==> src/rtl/clk_div_pkg.sv <==
// Shared types and constants for the multi-channel clock divider.
package clk_div_pkg;

  typedef enum logic [1:0] {
    IDLE = 2'd0,
    HIGH = 2'd1,
    LOW  = 2'd2
  } ch_state_e;

  localparam int RATIO_MIN = 2;

endpackage

==> src/rtl/clk_div_ch.sv <==
// One divider channel: glitch-free ratio/enable changes at period boundaries only.
// With CLKDIV_TICK_EN defined, adds a one-cycle tick on every divided rising edge.
module clk_div_ch
  import clk_div_pkg::*;
#(
  parameter int RATIO_WIDTH = 8
) (
  input  logic                   clk_i,
  input  logic                   rst_ni,
  input  logic                   en_i,
  input  logic [RATIO_WIDTH-1:0] ratio_i,
  output logic                   div_clk_o,
  output logic                   ack_o
`ifdef CLKDIV_TICK_EN
  ,
  output logic                   tick_o
`endif
);

  localparam logic [RATIO_WIDTH-1:0] RatioMin = RATIO_WIDTH'(RATIO_MIN);
  localparam logic [RATIO_WIDTH-1:0] CntOne   = RATIO_WIDTH'(1);

  ch_state_e              state_q, state_d;
  logic                   div_q, div_d;
  logic                   bypass_q, bypass_d;
  logic [RATIO_WIDTH-1:0] cnt_q, cnt_d;
  logic [RATIO_WIDTH-1:0] ratio_q, ratio_d;
  logic                   ack_q, ack_d;
  logic                   tick_q, tick_d;

  logic                   validReq;
  logic [RATIO_WIDTH-1:0] highLen;
  logic [RATIO_WIDTH-1:0] lowLen;

  assign validReq = en_i && (ratio_i >= RatioMin);
  // Odd ratios give the extra cycle to the high phase
  assign highLen  = ratio_q - (ratio_q >> 1);
  assign lowLen   = ratio_q >> 1;

  always_comb begin
    state_d  = state_q;
    div_d    = div_q;
    bypass_d = bypass_q;
    cnt_d    = cnt_q;
    ratio_d  = ratio_q;
    ack_d    = 1'b0;
    tick_d   = 1'b0;
    case (state_q)
      IDLE: begin
        if (validReq) begin
          state_d  = HIGH;
          ratio_d  = ratio_i;
          div_d    = 1'b1;
          bypass_d = 1'b0;
          cnt_d    = CntOne;
          ack_d    = 1'b1;
          tick_d   = 1'b1;
        end
      end
      HIGH: begin
        if (cnt_q == highLen) begin
          state_d = LOW;
          div_d   = 1'b0;
          cnt_d   = CntOne;
        end else begin
          cnt_d = cnt_q + CntOne;
        end
      end
      LOW: begin
        // Inputs are only looked at here, at the end of a full period
        if (cnt_q == lowLen) begin
          if (validReq) begin
            state_d = HIGH;
            div_d   = 1'b1;
            cnt_d   = CntOne;
            ratio_d = ratio_i;
            ack_d   = (ratio_i != ratio_q);
            tick_d  = 1'b1;
          end else begin
            state_d  = IDLE;
            bypass_d = 1'b1;
            div_d    = 1'b0;
            cnt_d    = '0;
          end
        end else begin
          cnt_d = cnt_q + CntOne;
        end
      end
      default: begin
        state_d  = IDLE;
        bypass_d = 1'b1;
        div_d    = 1'b0;
        cnt_d    = '0;
      end
    endcase
  end

  always_ff @(posedge clk_i or negedge rst_ni) begin
    if (!rst_ni) begin
      state_q  <= IDLE;
      div_q    <= 1'b0;
      bypass_q <= 1'b1;
      cnt_q    <= '0;
      ratio_q  <= '0;
      ack_q    <= 1'b0;
      tick_q   <= 1'b0;
    end else begin
      state_q  <= state_d;
      div_q    <= div_d;
      bypass_q <= bypass_d;
      cnt_q    <= cnt_d;
      ratio_q  <= ratio_d;
      ack_q    <= ack_d;
      tick_q   <= tick_d;
    end
  end

  assign div_clk_o = bypass_q ? clk_i : div_q;
  assign ack_o     = ack_q;

`ifdef CLKDIV_TICK_EN
  assign tick_o = tick_q;
`else
  logic unusedTick;
  assign unusedTick = tick_q;
`endif

endmodule

==> src/rtl/clk_div_multi.sv <==
// NUM_CH independent integer clock dividers from one reference clock.
// Optional per-channel rising-edge tick output when CLKDIV_TICK_EN is defined.
module clk_div_multi
  import clk_div_pkg::*;
#(
  parameter int NUM_CH      = 2,
  parameter int RATIO_WIDTH = 8
) (
  input  logic                          i_ref_clk,
  input  logic                          i_rst_n,
  input  logic [NUM_CH-1:0]             i_clk_en,
  input  logic [NUM_CH*RATIO_WIDTH-1:0] i_div_ratio,
  output logic [NUM_CH-1:0]             o_div_clk,
  output logic [NUM_CH-1:0]             o_ratio_ack
`ifdef CLKDIV_TICK_EN
  ,
  output logic [NUM_CH-1:0]             o_div_tick
`endif
);

  for (genvar k = 0; k < NUM_CH; k++) begin : gCh
    clk_div_ch #(
      .RATIO_WIDTH(RATIO_WIDTH)
    ) uCh (
      .clk_i    (i_ref_clk),
      .rst_ni   (i_rst_n),
      .en_i     (i_clk_en[k]),
      .ratio_i  (i_div_ratio[k*RATIO_WIDTH +: RATIO_WIDTH]),
      .div_clk_o(o_div_clk[k]),
      .ack_o    (o_ratio_ack[k])
`ifdef CLKDIV_TICK_EN
      ,
      .tick_o   (o_div_tick[k])
`endif
    );
  end

endmodule
==> config.mk <==
export PLATFORM = sky130hd
export DESIGN_NAME = clk_div_multi
export DESIGN_NICKNAME = d
export VERILOG_FILES = /design/src/rtl/clk_div_pkg.sv /design/src/rtl/clk_div_ch.sv /design/src/rtl/clk_div_multi.sv
export SDC_FILE = /design/constraint.sdc
export NUM_CORES = 1
export LEC_CHECK = 0
export ABC_AREA = 1
export CAP_MARGIN = 20
export CORE_MARGIN = 3
export CORE_UTILIZATION = 25
export DETAILED_ROUTE_END_ITERATION = 12
export PLACE_DENSITY_LB_ADDON = 0.15
export SLEW_MARGIN = 20
export SYNTH_ARGS = -nofsm -noshare
export SYNTH_HDL_FRONTEND = slang
export SYNTH_SLANG_ARGS = --single-unit
==> constraint.sdc <==
create_clock -name i_ref_clk -period 2.6 [get_ports i_ref_clk]
set_input_delay 0.52 -clock i_ref_clk [delete_from_list [all_inputs] [get_ports i_ref_clk]]
set_output_delay 0.52 -clock i_ref_clk [all_outputs]
set_load 0.01 [all_outputs]
==> flow_summary_export.csv, run 1 <==
group,metric,value,unit
clock_network,tritoncts,"built",
flow_run,maxCapViolCount,0,
sta,hold_ws,172,ps
die,initial_core_util,26.0,%
logic_synthesis,synth_area,3660,um2
power,power,6.28,mW
critical_path,crit_fanout,2,
sta,setup_viol,0,
die,die_height,127,um
sta,slew_violations,0,
cells_and_area,fin_util,31.2,%
critical_path,rr_startpoint,"gCh[0].uCh.ratio_q[1]",
global_routing,grt_pass1_vias,3426,
logic_synthesis,synth.distinct_cells,40,
logic_synthesis,synthCells,530,
run_status,status,"finished clean",
critical_path,worstPathArrival,2050,ps
global_routing,antenna_found_initial,0,
placed_design,dp_hpwl,8110,um
cells_and_area,ff_latch_area,1050,um2
cells_and_area,nNetsFinal,601,
routing,ant_nets,0,
die,core,14100,um2
worst_hold_path,hold_path.class,"in2async",
clock_network,insertion_delay,410,ps
cells_and_area,drive_above_1_share,10.3,%
cells_and_area,n_fill_cell,1522,
critical_path,worstSetupPathType,"clk2out",
routing,vias_per_cell,4.54,
logic_synthesis,synth_area_per_cell,6.91,um2
sta,hold_viol,0,
power,p_per_area,1430,nW/um2
sta,fin_worst_skew,8.92,ps
placed_design,portBuffers,23,
sta,slew_headroom,51.2,%
routing,wl_per_cell,14.0,um
global_routing,grt_max_degree,27,
power,leakagePower,2.25,nW
routing,firstDrtPassIters,4,
placed_design,dpl.cell_count,732,
cells_and_area,fin_cells,745,
global_routing,grt_overflow_total,0,
routing,drc,0,
critical_path,cp-start-kind,"clock port",
logic_synthesis,ys_seq_area_share,28.7,%
logic_synthesis,synth_seq_cells,42,
routing,drt_wl_total,10400,um
placed_design,place_congestion,0.806,
power,peakVddDrop,0.000437,V
die,dieArea,16100,um2
clock_network,path_clk_slew,70,ps
critical_path,worstSetupStartpoint,"i_ref_clk",
global_routing,grt_pass1_wl,17300,um
routing,dr_total_vias,3385,
logic_synthesis,yosysWarnings,0,
cells_and_area,diodes,0,
global_routing,track_usage,13.5,%
critical_path,cp-end-kind,"primary output",
cells_and_area,multiInputGateArea,2160,um2
cells_and_area,syn2layout_area_growth,19.9,%
logic_synthesis,syn_nets,568,
critical_path,required,2080,ps
sta,worst_slew_pin_slew,732,ps
sta,rsz0062_at_grt,"no",
sta,tns,0,ps
die,ios,24,
routing,drt_iter0_drc,190,
die,row_count,43,
die,die_x,127,um
-- per-stage QoR --
stage | instance area, um2 | worst slack [ps]
final | 4390 | 30.4
after global routing | 4390 | 7.57
after CTS | 4390 | 14.3
after detailed placement | 4100 | 74.2
after global placement | 4100 | 74.2
after floorplan | 3660 | 402
-- what timing repair did --
item,in CTS,in global routing
endpoints found under the setup margin,2,0
buffers inserted,0,0
hold buffers,0,0
hold endpoints to repair,0,0
gates resized for setup,4,0
-- path summary, 6_finish.rpt --
check	end	depth (start not counted)	slack, ps
max	o_div_clk[1]	4	30
min	gCh[0].uCh.cnt_q[7]	1	170
max reg2reg	gCh[0].uCh.div_q	12	310
min reg2reg	gCh[1].uCh.div_q	2	490
max in group asynchronous	gCh[1].uCh.bypass_q	2	1740
min in group i_ref_clk	gCh[1].uCh.div_q	2	490
-- flip-flops by register name (all words and copies together), names as in the netlist --
name and cells:
gCh.uCh.ratio_q 16, gCh.uCh.bypass_q 2, gCh.uCh.ack_o 2, gCh.uCh.cnt_q 16, gCh.uCh.state_q 4, gCh.uCh.div_q 2
-- cell families (layout without fill, tap and decap cells) --
group                    after synthesis  after routing  synth area share, %
AO/OA/AOI/OAI                         56             56                 11.0
XOR/XNOR                              37             37                 8.84
adder cells (fa/ha/maj)               18             18                 6.56
multiplexers                           1              1                0.307
flip-flops                            42             42                 28.7
buffers and inverters                108            143                 12.3
AND/OR/NAND/NOR                      268            268                 32.3
-- cells in the mapped netlist (all sizes together) --
cell	n	area share [%]
nand2	152	16
inv	98	10
nand3	59	8.1
dfrtp	40	27
nor2	36	4.1
xor2	30	7.2
o21ai	19	3.3
ha	16	5.5
o211ai	16	3.4
a21oi	15	2.6
buf	9	2.2
nand4	9	1.5
xnor2	7	1.7
nor3	4	1.2
nor4	4	0.68
dfstp	2	1.4
fa	2	1.1
nand3b	2	0.41
a31o	1	0.24
a31oi	1	0.58
and2	1	0.24
clkinv	1	0.10
mux2	1	0.31
o2111ai	1	0.24
o21a	1	0.20
o21bai	1	0.20
o31ai	1	0.20
or2	1	0.17
-- metal layers --
metal | track usage [%] | part of all wire (%)
met1 | 16.8 | 47
met2 | 21.7 | 46
met3 | 3.30 | 3.5
met4 | 7.07 | 4.0
met5 | 0 | 0
-- report_power, final --
part / total (mW) / internal [mW] / switching (mW)
sequential: 1.34 / 0.935 / 0.403
clock: 1.28 / 0.863 / 0.413
combinational: 3.67 / 1.44 / 2.22
-- cell usage in the layout (no fill, tap or decap), types with 4 or more instances in the layout --
cell             count
xnor2_1              7
nand4_1              9
nor4_1               4
nand3_1             59
inv_1               93
a21oi_1             10
o21ai_2              7
nand2_1            147
clkdlybuf4s50_1     20
o21ai_0              6
o21ai_1              6
inv_2                5
nor2_1              32
buf_4                8
dfrtp_1             40
a21oi_2              5
clkbuf_16            9
xor2_1              30
ha_1                16
o211ai_1            15
nand2_2              5
-- cell type report --
| type | instances | share of cell area (%) |
|---|---|---|
| multi-input combinational | 380 | 49.2 |
| sequential | 42 | 24.0 |
| inverter | 99 | 8.46 |
| timing repair buffer | 29 | 6.04 |
| clock buffer | 12 | 5.67 |
| tap | 180 | 5.13 |
| clock inverter | 3 | 1.57 |
-- critical path, cell delays in order --
cell and delay (ps):
clkbuf_16 130, clkbuf_16 140, mux2_2 260, clkdlybuf4s15_2 230
No activity file was read; power rests on OpenSTA's default activity.
==> run 2: changes to the inputs <==
SETUP_SLACK_MARGIN = 0.4   (was not set)
==> run 2 against run 1 <==
Net effect: critical path depth unchanged; final cell count rose by 1.5%; wire length up 3.2%; die area did not move; largest cell class unchanged.
==> flow_summary_export.csv, run 2 (synthesis gave the netlist of run 1 again) <==
group,metric,value,unit
run_status,status,"finished clean",
clock_network,insertion_delay,410,ps
cells_and_area,reg.largest.list,"gCh.uCh.cnt_q: 16 flops, gCh.uCh.ratio_q: 16 flops, gCh.uCh.state_q: 4 flops",
critical_path,cp_top_family,"buffers and inverters",
global_routing,grt_pass1_wl,17400,um
critical_path,crit_fanout,2,
clock_network,path_clk_slew,70,ps
global_routing,grt_max_degree,27,
sta,worst_slew_pin_slew,734,ps
die,core,14100,um2
sta,setup_viol,0,
power,peakVddDrop,0.000452,V
die,die_height,127,um
sta,tns,0,ps
flow_run,maxCapViolCount,0,
placed_design,dp_hpwl,8110,um
placed_design,dpl.cell_count,732,
die,dieArea,16100,um2
critical_path,cp-end-kind,"primary output",
placed_design,dp_slack,74.2,ps
routing,wl_per_cell,14.3,um
sta,hold_viol,0,
die,ios,24,
critical_path,required,2080,ps
global_routing,grt_pass1_vias,3471,
die,initial_core_util,26.0,%
cells_and_area,drive_above_1_share,18.9,%
cells_and_area,mostFrequentLayoutCell,"nand2_1",
sta,slew_violations,0,
placed_design,place_congestion,0.806,
global_routing,antenna_found_initial,0,
routing,drt_wl_total,10800,um
die,row_count,43,
sta,rsz0062_at_grt,"yes",
sta,slew_headroom,51.0,%
critical_path,worstSetupPathType,"clk2out",
global_routing,track_usage,13.6,%
routing,ant_nets,0,
clock_network,ctsHoldBuffers,0,
power,leakagePower,2.34,nW
cells_and_area,final_cell_mix,"nand2_1 (140), inv_1 (88), nand3_1 (48), dfrtp_1 (32), nor2_1 (31)",
cells_and_area,diodes,0,
cells_and_area,fin_util,33.1,%
die,die_x,127,um
power,p_per_area,1460,nW/um2
worst_hold_path,hold_path.class,"in2async",
critical_path,critical_path_buf_inv_count,3,
cells_and_area,fin_cells,756,
power,power,6.83,mW
placed_design,portBuffers,23,
routing,drt_iter0_drc,144,
clock_network,tritoncts,"built",
routing,firstDrtPassIters,4,
routing,dr_total_vias,3460,
critical_path,critPathSlowestCell,"mux2_4",
global_routing,grt_overflow_total,0,
critical_path,cp-start-kind,"clock port",
critical_path,cp_common_cell,"clkbuf_16",
critical_path,worstPathCellList,"clkbuf_16, clkbuf_16, mux2_4, buf_6",
routing,drc,0,
sta,fin_worst_skew,8.76,ps
sta,setup_ws,139,ps
routing,vias_per_cell,4.58,
cells_and_area,nNetsFinal,612,
critical_path,cpPeakStageDelay,250,ps
critical_path,worstPathArrival,1940,ps
cells_and_area,syn2layout_area_growth,27.3,%
run 2: through the flow:
step           hold slack (ps)  instance area [um2]
5_1_grt                    219                 4660
4_1_cts                    196                 4460
3_5_place_dp               468                 4100
3_3_place_gp               473                 4100
6_report                   170                 4660
2_1_floorplan              224                 3660
run 2: layout make-up:
class                   count  area, um2
clock buffers              12        251
clock inverters             3       68.8
fillers                  1502       9430
inverters                  99        372
multi-input cells         380       2330
flip-flops and latches     42       1060
well taps                 180        225
repair buffers             40        352
run 2: power by group:
group | leakage (nW) | total [mW] | switching (mW) | internal, mW
combinational | 1.66 | 4.14 | 2.46 | 1.68
clock | 0.178 | 1.33 | 0.434 | 0.899
sequential | 0.505 | 1.36 | 0.408 | 0.948
run 2: final timing paths:
kind | startpoint | end | slack (ps) | depth (start not counted)
max | i_ref_clk | o_div_clk[1] | 140 | 4
min | i_rst_n | gCh[0].uCh.cnt_q[7] | 170 | 1
max reg2reg | gCh[0].uCh.ratio_q[1] | gCh[0].uCh.cnt_q[2] | 370 | 11
min reg2reg | gCh[1].uCh.div_q | gCh[1].uCh.div_q | 490 | 2
max in group asynchronous | i_rst_n | gCh[1].uCh.bypass_q | 1740 | 2
min in group i_ref_clk | gCh[1].uCh.div_q | gCh[1].uCh.div_q | 490 | 2
run 2: layer usage:
| layer | GRT usage [%] | part of all wire (%) | vias to the layer above |
|---|---|---|---|
| li1 | - | - | 1779 |
| met1 | 16.7 | 45 | 1586 |
| met2 | 22.1 | 47 | 62 |
| met3 | 3.26 | 3.4 | 33 |
| met4 | 7.13 | 4.4 | 0 |
| met5 | 0 | 0 | - |
run 2: timing repair:
item | in CTS | in global routing
endpoints found under the hold margin | 0 | 0
pin swaps | 4 | 12
setup buffers | 5 | 6
resized for setup | 23 | 41
setup endpoints to repair | 14 | 24
